===== config.mk =====
export PLATFORM = sky130hd
export DESIGN_NAME = press_timer_flat
export DESIGN_NICKNAME = d
export VERILOG_FILES = /design/src/rtl/press_timer_if.sv /design/src/rtl/press_timer.sv /design/src/flat_wrapper.sv
export SDC_FILE = /design/constraint.sdc
export NUM_CORES = 1
export LEC_CHECK = 0
export BUFFER_PORTS_ARGS = -buffer_cell sky130_fd_sc_hd__buf_2
export CORE_UTILIZATION = 55
export DETAILED_ROUTE_END_ITERATION = 10
export MAX_ROUTING_LAYER = met4
export PLACE_DENSITY = 0.75
export SLEW_MARGIN = 10
export SYNTH_ARGS = -nofsm -noshare
export SYNTH_HDL_FRONTEND = slang
export SYNTH_SLANG_ARGS = --single-unit

===== constraint.sdc =====
create_clock -name clk -period 2.8 [get_ports clk]
set_input_delay 0.42 -clock clk [delete_from_list [all_inputs] [get_ports clk]]
set_output_delay 0.42 -clock clk [all_outputs]
set_load 0.01 [all_outputs]

===== src/rtl/press_timer_if.sv =====
// Signal bundle between press_detection and the press_timer timing source.
// The timer drives the slave side; the consumer (or a bench) uses master.
interface press_timer_if;
  logic        count_trigger_press;
  logic        new_state;
  logic [31:0] count;
  logic        tick;
  logic        count_done;
  logic [15:0] hold_time;
  logic        long_hold;

  modport master (
    output count_trigger_press,
    output new_state,
    input  count,
    input  tick,
    input  count_done,
    input  hold_time,
    input  long_hold
  );

  modport slave (
    input  count_trigger_press,
    input  new_state,
    output count,
    output tick,
    output count_done,
    output hold_time,
    output long_hold
  );
endinterface


===== src/rtl/press_timer.sv =====
// Prescaled debounce counter for press_detection: counts ticks while the trigger is held,
// saturates at MAX_COUNT, then measures hold time and flags long holds.
module press_timer #(
  parameter int unsigned PRESCALE        = 32'd100000,
  parameter int unsigned MAX_COUNT       = 32'd50,
  parameter int unsigned LONG_HOLD_TICKS = 32'd1000
) (
  input  logic          clk,
  input  logic          reset,
  press_timer_if.slave  bus
);

  localparam logic [31:0] PRESCALE_LAST = 32'(PRESCALE - 32'd1);
  localparam logic [31:0] MAX_LIM       = 32'(MAX_COUNT);
  localparam logic [15:0] LONG_LIM      = 16'(LONG_HOLD_TICKS);

  typedef enum logic [1:0] {
    ST_IDLE = 2'd0,
    ST_RUN  = 2'd1,
    ST_SAT  = 2'd2
  } state_t;

  state_t      state_r, state_nx_s;
  logic [31:0] presc_r, presc_nx_s;
  logic [31:0] count_r, count_nx_s;
  logic        tick_r, tick_nx_s;
  logic        done_r, done_nx_s;
  logic [15:0] hold_r, hold_nx_s;
  logic        long_r, long_nx_s;

  logic        wrap_s;
  logic [31:0] presc_inc_s;
  logic [31:0] count_inc_s;
  logic [15:0] hold_inc_s;

  // Next-state and next-output logic; abort and trigger loss both fall back to a full clear.
  always_comb begin
    state_nx_s  = state_r;
    presc_nx_s  = presc_r;
    count_nx_s  = count_r;
    tick_nx_s   = 1'b0;
    done_nx_s   = 1'b0;
    hold_nx_s   = hold_r;
    long_nx_s   = long_r;

    wrap_s      = (presc_r == PRESCALE_LAST);
    presc_inc_s = wrap_s ? 32'd0 : (presc_r + 32'd1);
    count_inc_s = count_r + 32'd1;
    hold_inc_s  = (hold_r == 16'hFFFF) ? hold_r : (hold_r + 16'd1);

    if (bus.new_state) begin
      state_nx_s = ST_IDLE;
      presc_nx_s = 32'd0;
      count_nx_s = 32'd0;
      hold_nx_s  = 16'd0;
      long_nx_s  = 1'b0;
    end else begin
      case (state_r)
        ST_IDLE: begin
          presc_nx_s = 32'd0;
          count_nx_s = 32'd0;
          hold_nx_s  = 16'd0;
          long_nx_s  = 1'b0;
          if (bus.count_trigger_press) begin
            state_nx_s = ST_RUN;
          end else begin
            state_nx_s = ST_IDLE;
          end
        end
        ST_RUN: begin
          if (!bus.count_trigger_press) begin
            state_nx_s = ST_IDLE;
            presc_nx_s = 32'd0;
            count_nx_s = 32'd0;
          end else begin
            presc_nx_s = presc_inc_s;
            if (wrap_s) begin
              count_nx_s = count_inc_s;
              tick_nx_s  = 1'b1;
              if (count_inc_s == MAX_LIM) begin
                state_nx_s = ST_SAT;
                done_nx_s  = 1'b1;
              end else begin
                state_nx_s = ST_RUN;
              end
            end else begin
              state_nx_s = ST_RUN;
            end
          end
        end
        ST_SAT: begin
          if (!bus.count_trigger_press) begin
            state_nx_s = ST_IDLE;
            presc_nx_s = 32'd0;
            count_nx_s = 32'd0;
            hold_nx_s  = 16'd0;
            long_nx_s  = 1'b0;
          end else begin
            presc_nx_s = presc_inc_s;
            if (wrap_s) begin
              tick_nx_s = 1'b1;
              hold_nx_s = hold_inc_s;
              long_nx_s = (hold_inc_s >= LONG_LIM);
            end else begin
              hold_nx_s = hold_r;
            end
          end
        end
        default: begin
          state_nx_s = ST_IDLE;
          presc_nx_s = 32'd0;
          count_nx_s = 32'd0;
          hold_nx_s  = 16'd0;
          long_nx_s  = 1'b0;
        end
      endcase
    end
  end

  // State and output registers with synchronous clear.
  always_ff @(posedge clk) begin
    if (reset) begin
      state_r <= ST_IDLE;
      presc_r <= 32'd0;
      count_r <= 32'd0;
      tick_r  <= 1'b0;
      done_r  <= 1'b0;
      hold_r  <= 16'd0;
      long_r  <= 1'b0;
    end else begin
      state_r <= state_nx_s;
      presc_r <= presc_nx_s;
      count_r <= count_nx_s;
      tick_r  <= tick_nx_s;
      done_r  <= done_nx_s;
      hold_r  <= hold_nx_s;
      long_r  <= long_nx_s;
    end
  end

  assign bus.count      = count_r;
  assign bus.tick       = tick_r;
  assign bus.count_done = done_r;
  assign bus.hold_time  = hold_r;
  assign bus.long_hold  = long_r;

endmodule

===== src/flat_wrapper.sv =====
// flat-port wrapper written by rule: the top's interface ports become plain ports
module press_timer_flat 
#(
  parameter int unsigned PRESCALE        = 32'd100000,
  parameter int unsigned MAX_COUNT       = 32'd50,
  parameter int unsigned LONG_HOLD_TICKS = 32'd1000
)
  (clk, reset, bus_count_trigger_press, bus_new_state, bus_count, bus_tick, bus_count_done, bus_hold_time, bus_long_hold);
  press_timer_if bus_i ();
  input  logic clk;
  input  logic reset;
  input wire logic [$bits(bus_i.count_trigger_press)-1:0] bus_count_trigger_press;
  input wire logic [$bits(bus_i.new_state)-1:0] bus_new_state;
  output wire logic [$bits(bus_i.count)-1:0] bus_count;
  output wire logic [$bits(bus_i.tick)-1:0] bus_tick;
  output wire logic [$bits(bus_i.count_done)-1:0] bus_count_done;
  output wire logic [$bits(bus_i.hold_time)-1:0] bus_hold_time;
  output wire logic [$bits(bus_i.long_hold)-1:0] bus_long_hold;
  assign bus_i.count_trigger_press = bus_count_trigger_press;
  assign bus_i.new_state = bus_new_state;
  assign bus_count = bus_i.count;
  assign bus_tick = bus_i.tick;
  assign bus_count_done = bus_i.count_done;
  assign bus_hold_time = bus_i.hold_time;
  assign bus_long_hold = bus_i.long_hold;
  press_timer #(.PRESCALE(PRESCALE), .MAX_COUNT(MAX_COUNT), .LONG_HOLD_TICKS(LONG_HOLD_TICKS)) u_core (.clk(clk), .reset(reset), .bus(bus_i));
endmodule

## Word level (Yosys, flattened, before mapping)

Cells that the tools add are included.

| word-level totals | value |
|---|---|
| register bits | 85 |
| memory bits (read-only) | 0 |
| word-level logic and storage cells | 50 |
| output and inout bits | 51 |
| RAM bits | 0 |
| latch bits | 0 |
| memories | 0 |
| input bits | 4 |

| cells by class | value |
|---|---|
| bitwise logic cells | 4 |
| multiply operators | 0 |
| mux-type cells | 19 |
| magnitude comparators | 1 |
| div/mod/pow operators | 0 |
| shift operators | 0 |
| reduce and logical (&&, ||, !) cells | 8 |
| $add $sub $neg | 3 |
| equal/unequal tests | 8 |

Operator list:

| operator | number |
|---|---|
| 32-bit two-way mux | 3 |
| 32-bit by 1-bit adder with 32-bit output, second input constant | 2 |
| 32-bit one-hot mux with 2 select lines | 1 |
| 16-bit two-way mux | 3 |
| 32-bit by 17-bit == test with 1-bit output, second input constant | 1 |
| 32-bit by 6-bit == test with 1-bit output, second input constant | 1 |
| 16-bit one-hot mux with 2 select lines | 1 |
| 16-bit by 1-bit adder with 16-bit output, second input constant | 1 |
| 16-bit == test, second input constant | 1 |
| 16-bit by 10-bit >= comparator with 1-bit output, second input constant | 1 |
| 5-bit OR reduction | 2 |
| 2-bit two-way mux | 4 |
| 3-bit by 2-bit inequality test with 1-bit output, second input constant | 2 |
| 2-bit one-hot mux with 3 select lines | 1 |
| 1-bit two-way mux | 5 |
| 1-bit inverter | 4 |
| 2-bit AND reduction | 2 |
| 2-bit OR reduction | 2 |
| 4-bit OR reduction | 1 |
| 2-bit by 1-bit == test with 1-bit output, second input constant | 1 |
| 2-bit == test, second input constant | 1 |
| 2-bit zero test | 1 |
| 2-bit inequality test, second input constant | 1 |
| 1-bit one-hot mux with 2 select lines | 1 |

## Depth between registers and ports, before layout

Gate-level depths: netlist of the first run.

| depth | value |
|---|---|
| word-level depth | 6 |
| mapped depth | 9 |
| gate-level depth less buffers | 8 |

## Least setup slack after synthesis of the first run

OpenSTA, ideal clock, no wires.

| timing | value |
|---|---|
| path kind | register to register |
| from | register u_core.hold_r[0] (netlist: u_core.bus.hold_time[0]) |
| to | register u_core.long_r (netlist: u_core.bus.long_hold) |
| setup time | 0.116 ns |
| buffers on the path | 0 |
| period minus slack after synthesis | 2.464 ns |
| path slack | 0.336 ns |
| arrival | 2.348 ns |
| stages on the path, launching flop included | 9 |
| data required time | 2.684 ns |
| cell sequence | dfxtp_1 ha_1 nand4_1 nor4_1 nand2_1 and4_1 nor3_1 a311oi_1 a41o_1 |

| on the way | value |
|---|---|
| longest elaborated chain between the ends | 6 |
| elaborated cells on any way between the ends | 7 |
| classes of those cells | add/sub (1); order compare (1); eq/ne (1); mux (4) |

Ends and longest elaborated chain:

| what | RTL line | text |
|---|---|---|
| from (decl) | press_timer.sv:28 | `logic [15:0] hold_r, hold_nx_s;` |
| from (signal assigned) | press_timer.sv:136 | `hold_r <= hold_nx_s;` |
| 16-bit by 1-bit adder with 16-bit output or 16-bit == test (tied branches) | press_timer.sv:49 | `hold_inc_s = (hold_r == 16'hFFFF) ? hold_r : (hold_r + 16'd1);` |
| 16-bit two-way mux * | press_timer.sv:49 |  |
| 16-bit by 10-bit >= comparator with 1-bit output * | press_timer.sv:103 | `long_nx_s = (hold_inc_s >= LONG_LIM);` |
| 1-bit two-way mux * | press_timer.sv:100 | `if (wrap_s) begin` |
| 1-bit two-way mux * | press_timer.sv:92 | `if (!bus.count_trigger_press) begin` |
| 1-bit one-hot mux with 2 select lines * | press_timer.sv:58 | `case (state_r)` |
| to (signal assigned) | press_timer.sv:137 | `long_r <= long_nx_s;` |
| to (decl) | press_timer.sv:29 | `logic long_r, long_nx_s;` |

Mark *: on every way between the ends. The rest lies on a longest branch, timed or not. The select of a mux whose other input is x is not followed.
A chain may end at the register's enable or synchronous reset.

## Final worst setup path of the first run

Ends and elaborated chain as after synthesis.

==> summary by stage, run 1 <==
Clocking
The count of hold buffers inserted by post-cts repair is 0. The clock sink count is 85. After clock tree synthesis, the clock-pin slew on the worst setup and hold paths is 0.09 ns. The cell at the root of the clock tree is sky130_fd_sc_hd__clkbuf_8.

TritonCTS built the clock tree. The H-tree depth is 3. The latest clock arrival within the worst-skew pair is 0.37 ns. The deepest clock path buffer count is 2. The clock buffer count from CTS is 9.

STA
The upper clock frequency limit is 387 MHz. For the final routed database, the setup TNS stands at 0 ns. Setup repair after global routing left no endpoint under its margin.

Setup violations remaining at the end of the flow were counted as 0. The final worst clock skew is 0.00712 ns. The final number of hold-violating endpoints was 0. The final-report max-slew violation count is 0. The slew of the pin with the lowest slew margin is 1.13 ns. Of the available clock period, the critical path in the final layout requires 0.923.

The headroom to the max-slew limit is 0.241. The time the worst path needs with I/O delays and setup is 2.58 ns.

Synthesis
Counting instances in the post-synthesis netlist gives the leading cell types as sky130_fd_sc_hd__dfxtp_1 (85), sky130_fd_sc_hd__nor2_1 (78), sky130_fd_sc_hd__o21ai_0 (53). The post-synthesis average cell area is 7.68 sq um. Of the synthesized area, sequential elements account for 0.338.

After synthesis the cells add up to 5040 sq um. Among all cell types in the netlist, the one instantiated most often is sky130_fd_sc_hd__dfxtp_1. The number of instances in the synthesized netlist is 656. Synthesis inferred 85 register bits. The number of different library cells in the post-synthesis netlist is 61. The most used flip-flop cell after synthesis is sky130_fd_sc_hd__dfxtp_1. The cell taking the most area after synthesis is sky130_fd_sc_hd__dfxtp_1. The number of nets in the synthesized netlist is 667. Of all flip-flops after synthesis, the portion carrying an async set or reset was 0.

Ranked by total cell area, the synthesized netlist is headed by sky130_fd_sc_hd__dfxtp_1 (34%), sky130_fd_sc_hd__nor2_1 (5.8%), sky130_fd_sc_hd__o21ai_0 (5.3%). The warning count from the yosys run is 0. Of the post-synthesis cell area, the dominant cell type holds 0.338. The number of flops mapped to enable cells by yosys is 0.

Pwr
For this design the ratio of total power to cell area is 366 nW/um^2. The analysis attributes to cell leakage a power of 1.97 nW. The maximum vdd ir drop is 0.343 mV.

Place
Counting tap cells, the placed design contains a total of 803 instances. At the end of routability-driven placement, the weighted congestion stood at 0.919. The placed wire-length estimate is 9770 microns. The count of buffers inserted at the top-level ports is 54.

Detailed routing
Summing over every cut layer, the via total after detailed routing is 5219. The remaining antenna violation count after routing is 0. The DRC violation count after routing is 14. The DRC violation total after the first TritonRoute iteration is 325. After detailed routing, the total wire length is 13700 microns. The number of vias per cell after detailed routing is 6.36. The number of detailed-routing iterations run before antenna repair is 8.

Dividing the detail-routed wire length by the instance count gives 16.7 microns.

Setup path
The maximum fanout along the worst path is 8. At the worst endpoint, the required time is 3.11 ns. The worst reg-to-reg path cell count is 8.

The category of the worst setup path launch point is a register. The data arrival time of the worst path is 2.90 ns. The worst setup path is captured at a register. The critical path start-end classification is reg -> reg.

Outcome
The run finished, with violations left. The final reports fail on DRC.

Die
The number of standard-cell rows in the floorplan is 34. For this configuration, the core starts out at a cell density of 0.572. The die extent in y is 97.7 microns. The number of top-level pins is 55. The region available for standard cell placement spans 8810 sq um. The die span in x is 97.7 microns.

The floorplan step defined a die boundary enclosing 9550 sq um.

Min path
The class of the worst hold path is reg -> reg. The depth of the worst hold-timing path is 1.

Run
Max-cap violations in this run came to 0.

GRT
The via count of the first global-routing pass is 4913. The global-route wire length before repair is 23000 microns. After global routing the overflow that remains totals 0.

The global-route usage over all layers is 0.303. The number of antenna violations at the first check in global routing is 0. Entering global routing, the biggest net connects 33 pins.

Cells and area
The fraction of final layout cells with drive strength greater than 1 is 0.157. The post-route non-filler standard cell count is 821. At the end of the flow, the number of nets in the layout was 719. Compared with the post-synthesis result, the final layout area differs by 12.7%. The antenna diode count is 0.
[cell type report]
class	count	area, sq um
clock inverter	5	43.8
timing repair buffer	80	465
tap	108	135
fill	817	3130
inverter	11	41.3
sequential	85	1700
clock buffer	11	141
multi-input combinational	521	3150
[critical path, cell delays in order (launching register included)]
cell	delay, ns
sky130_fd_sc_hd__dfxtp_1	0.42
sky130_fd_sc_hd__ha_1	0.28
sky130_fd_sc_hd__nand4_1	0.23
sky130_fd_sc_hd__nor4_1	0.42
sky130_fd_sc_hd__nand2_1	0.29
sky130_fd_sc_hd__and3_1	0.30
sky130_fd_sc_hd__xnor2_1	0.14
sky130_fd_sc_hd__a311oi_1	0.25
sky130_fd_sc_hd__a41o_1	0.20
[sequential cells by signal (all words and copies together) (netlist names)]
name                   cells
u_core.bus.tick            1
u_core.state_r             2
u_core.bus.hold_time      16
u_core.bus.long_hold       1
u_core.bus.count_done      1
u_core.presc_r            32
u_core.bus.count          32
[layout by cell type, fill, tap and decap left out, types with 5 or more instances in the layout]
cell type and n:
sky130_fd_sc_hd__a21oi_1 40, sky130_fd_sc_hd__a22oi_1 5, sky130_fd_sc_hd__a31oi_1 12, sky130_fd_sc_hd__and2_1 9, sky130_fd_sc_hd__and3_1 19, sky130_fd_sc_hd__and4_1 11
sky130_fd_sc_hd__buf_2 54, sky130_fd_sc_hd__buf_4 26, sky130_fd_sc_hd__clkbuf_8 10, sky130_fd_sc_hd__dfxtp_1 85, sky130_fd_sc_hd__ha_1 7, sky130_fd_sc_hd__inv_1 11
sky130_fd_sc_hd__nand2_1 47, sky130_fd_sc_hd__nand3_1 37, sky130_fd_sc_hd__nand3b_1 5, sky130_fd_sc_hd__nand4_1 33, sky130_fd_sc_hd__nor2_1 78, sky130_fd_sc_hd__nor3_1 16
sky130_fd_sc_hd__nor4_1 14, sky130_fd_sc_hd__o21ai_0 53, sky130_fd_sc_hd__o31ai_1 11, sky130_fd_sc_hd__or3_1 13, sky130_fd_sc_hd__or4_1 6, sky130_fd_sc_hd__xnor2_1 26
sky130_fd_sc_hd__xor2_1 22
[through the flow]
step / setup WS [ns] / util / total power [W] / hold slack, ns / cell area, sq um
5_1_grt: 0.00367 / 0.645 / 0.00214 / 0.479 / 5680
2_1_floorplan: 0.336 / - / 0.00127 / 0.418 / 5040
3_3_place_gp: 0.250 / 0.621 / 0.00128 / 0.430 / 5470
4_1_cts: 0.169 / 0.642 / 0.00210 / 0.460 / 5650
6_report: 0.215 / 0.645 / 0.00208 / 0.456 / 5680
3_5_place_dp: 0.181 / 0.621 / 0.00128 / 0.441 / 5470
[logic make-up after synthesis]
family                     share of synthesized area
xor gates and xnor gates                      0.0834
DFF                                            0.338
AOI/OAI and AO/OA                              0.171
and+or+nand+nor                                0.344
muxes                                        0.00596
adders and majority gates                     0.0174
buffers and inverters                         0.0397
[routing by layer]
layer / track usage / vias up / share of wire
li1: - / 2510 / -
met1: 0.365 / 2439 / 0.43
met2: 0.498 / 233 / 0.47
met3: 0.0612 / 37 / 0.073
met4: 0.115 / 0 / 0.025
met5: - / - / 0
[report_power, final]
group          internal, W  switching (W)  leakage [nW]
Clock             0.000356       0.000465        0.0941
Combinational    0.0000136      0.0000335          1.20
Sequential         0.00121    0.000000845         0.684
Total              0.00158       0.000500          1.97
[repair_timing]
action                     in CTS  in global routing
resized for setup               0                  2
setup buffers                   0                  2
setup endpoints to repair       0                  3
[path summary, 6_finish.rpt]
path                                 from                    to  slack [ns]
setup / recovery  u_core.bus.hold_time[0]  u_core.bus.long_hold        0.22
hold reg to reg         u_core.presc_r[0]     u_core.presc_r[0]        0.46
hold / removal          u_core.presc_r[0]     u_core.presc_r[0]        0.46
setup reg to reg  u_core.bus.hold_time[0]  u_core.bus.long_hold        0.22
No activity file was read; power rests on OpenSTA's default activity.
==> run 2, diff against run 1 <==
CORE_UTILIZATION = 25   (was 55)
PLACE_DENSITY = default   (was 0.75)
==> run 2 against run 1 <==
  * The flow now finishes without violations
  * Routed wire length increased by 9.7%
  * Largest power group unchanged
  * Clock power is 42% higher
  * Flip-flop and latch count stayed put
  * Final cell count is 21% higher
  * Maximum frequency shrank 0.29%
==> summary by stage, run 2 (same netlist as run 1, synthesis figures left out) <==
Outcome
Result of the run: completed (was finished, violations left).

Clocking
The count of hold buffers inserted by post-cts repair is 0 (unchanged). The clock transition at the register clock pins on the worst setup and hold paths after CTS is 0.07 ns (was 0.09 ns). The clock buffer count from CTS came to 9 (unchanged).

The clock sink count is 85 (unchanged). The clock tree from TritonCTS is done (unchanged). The latest clock arrival within the worst-skew pair came to 0.36 ns (was 0.37 ns). The H-tree depth is 3 (unchanged).

The number of buffers inserted to repair setup after CTS is 0 (unchanged). The deepest clock path buffer count came to 2 (unchanged). The cell at the root of the clock tree is sky130_fd_sc_hd__clkbuf_16 (was sky130_fd_sc_hd__clkbuf_8). The count of instances resized after the clock tree is built was 0 (unchanged).

Setup path
The worst reg-to-reg path cell count is 8 (unchanged). The startpoint of the most critical register-to-register path is u_core.bus.count[1] (was u_core.bus.hold_time[0]). The number of buffer and inverter instances along the worst setup path is 0 (unchanged). The slack of the worst reg-to-reg path is 0.21 ns (was 0.22 ns). The critical path's slowest cell is sky130_fd_sc_hd__or4_1 (was sky130_fd_sc_hd__dfxtp_1). The delay of the slowest cell on the worst path is 0.63 ns (was 0.42 ns). The type of destination of the critical path is a register (unchanged). The required time reported for the critical path endpoint is 3.06 ns (was 3.11 ns). Ordered list of cells on the worst path: ha_1, nand3_1, or4_1, nor3_1, xnor2_1, and4b_1, nand4_1, and2_1 (was ha_1, nand4_1, nor4_1, nand2_1, and3_1, xnor2_1, a311oi_1, a41o_1). The family with the most delay on the worst path was simple AND/OR/NAND/NOR gates (unchanged). The data arrival time of the worst path came to 2.85 ns (was 2.90 ns). The critical path start-end classification was reg -> reg (unchanged). The number of logic stages on the critical path including buffering is 8 (unchanged). The worst setup path startpoint is u_core.bus.count[1] (was u_core.bus.hold_time[0]). The maximum fanout along the worst path is 7 (was 8). The category of the worst setup path launch point is a register (unchanged).

STA
The final number of hold-violating endpoints was 0 (unchanged). The post-layout worst setup margin was 0.208 ns (was 0.215 ns). Setup repair after global routing missed its margin: no (unchanged).

The time the worst path needs with I/O delays and setup came to 2.59 ns (was 2.58 ns). The setup total negative slack is 0 ns (unchanged). The headroom to the max-slew limit was 0.543 (was 0.241). The final count of negative-setup-slack endpoints came to 0 (unchanged). The share of the clock period used by the worst path after layout is 0.926 (was 0.923). The final worst clock skew is 0.0119 ns (was 0.00712 ns).

The slew of the pin with the lowest slew margin is 0.685 ns (was 1.13 ns). The final-report max-slew violation count came to 0 (unchanged). The upper clock frequency limit is 386 MHz (was 387 MHz).

Detailed routing
The number of vias per cell after detailed routing was 5.13 (was 6.36). The number of detailed-routing iterations run before antenna repair is 5 (was 8). The routed wirelength normalized by instance count is 15.1 microns (was 16.7 microns). The wire length after detailed routing is 15000 microns (was 13700 microns). The remaining antenna violation count after routing is 0 (unchanged). The DRC violation total after the first TritonRoute iteration is 310 (was 325). The DRC violation count after routing was 0 (was 14). The routed via count is 5109 (was 5219).

Cells and area
The most common cell after layout, fill and taps aside is sky130_fd_sc_hd__dfxtp_1 (unchanged). The area growth from synthesis to layout is 21.0% (was 12.7%). The antenna diode count is 0 (unchanged). The post-layout instance area was 6100 sq um (was 5680 sq um). The fraction of final layout cells with drive strength greater than 1 came to 0.178 (was 0.157). The net count reported at finish is 737 (was 719). Highest-count cells in the layout ignoring fill and taps: sky130_fd_sc_hd__dfxtp_1 (85), sky130_fd_sc_hd__nor2_1 (78), sky130_fd_sc_hd__buf_2 (54), sky130_fd_sc_hd__o21ai_0 (53), sky130_fd_sc_hd__nand2_1 (47) (unchanged).

GRT
The total congestion overflow is 0 (unchanged). The largest net degree at the start of global routing is 33 (unchanged). The global-route usage over all layers is 0.152 (was 0.303).

The via count of the first global-routing pass came to 4673 (was 4913). The number of antenna violations at the first check in global routing is 0 (unchanged). The global-route wire length before repair is 24000 microns (was 23000 microns).

Pwr
The leakage power figure came to 2.09 nW (was 1.97 nW). The power per standard cell area was 399 nW/um^2 (was 366 nW/um^2). The maximum vdd ir drop is 0.205 mV (was 0.343 mV). The total power draw is 0.00243 W (was 0.00208 W).

Die
The effective utilization at floorplan came to 0.257 (was 0.572). The placeable core region was 19600 sq um (was 8810 sq um). The die extent in y is 144 microns (was 97.7 microns). The die span in x is 144 microns (was 97.7 microns).

The overall die area is 20700 sq um (was 9550 sq um). The number of top-level pins is 55 (unchanged). The number of standard-cell rows in the floorplan came to 51 (was 34).

Place
The instance area at placement came to 5810 sq um (was 5470 sq um). The minimum setup slack after placement is 0.253 ns (was 0.181 ns). The placed wire-length estimate is 10700 microns (was 9770 microns). The count of buffers inserted at the top-level ports is 54 (unchanged). The routability-driven placement congestion ratio came to 0.920 (was 0.919).

Min path
The depth of the worst hold-timing path is 1 (unchanged). The beginning of the worst hold path is u_core.presc_r[0] (unchanged). The class of the worst hold path is reg -> reg (unchanged).

Run
The number of violations of the max-capacitance limit is 0 (unchanged).
-- run 2: cell count changes in the layout (fill, tap and decap cells not counted), sizes merged --
cell and delta:
buf +18, clkbuf -2, clkinv -1, clkinvlp +2
inv +1
-- run 2: cell type report --
cell class	instances	area, sq um
Clock inverter	7	58.8
Fill cell	2096	13500
Sequential cell	85	1700
Inverter	11	41.3
Clock buffer	9	225
Tap cell	265	332
Multi-Input combinational cell	521	3140
Timing Repair Buffer	98	601
-- run 2: final timing paths --
path / to
worst max-delay path: u_core.state_r[0]
worst min-delay path: u_core.presc_r[0]
worst max register to register: u_core.state_r[0]
worst min register to register: u_core.presc_r[0]
-- run 2: power breakdown --
group	leakage [nW]	total [W]	internal, W	switching, W
clock	0.133	0.00117	0.000612	0.000559
sequential	0.684	0.00121	0.00121	0.000000842
combinational	1.28	0.0000489	0.0000142	0.0000347
-- run 2: metal layers --
layer,vias to the layer above,global-route usage,wire [microns]
met5,-,-,0
met4,0,0.0521,297
met3,22,0.0320,843
met2,127,0.243,7040
met1,2408,0.189,6820
li1,2552,-,-
-- run 2: worst register-to-register path: stages, from the launching register on --
cell,delay [ns]
sky130_fd_sc_hd__dfxtp_1,0.43
sky130_fd_sc_hd__ha_1,0.21
sky130_fd_sc_hd__nand3_1,0.20
sky130_fd_sc_hd__or4_1,0.63
sky130_fd_sc_hd__nor3_1,0.36
sky130_fd_sc_hd__xnor2_1,0.17
sky130_fd_sc_hd__and4b_1,0.27
sky130_fd_sc_hd__nand4_1,0.08
sky130_fd_sc_hd__and2_1,0.15
-- run 2: stage by stage --
stage                     std cells  utilization  hold WS (ns)
after floorplan                 656            -         0.418
after global placement          980        0.297         0.433
after detailed placement        980        0.297         0.448
after CTS                       996        0.311         0.457
after global routing            996        0.311         0.484
final                           996        0.311         0.449
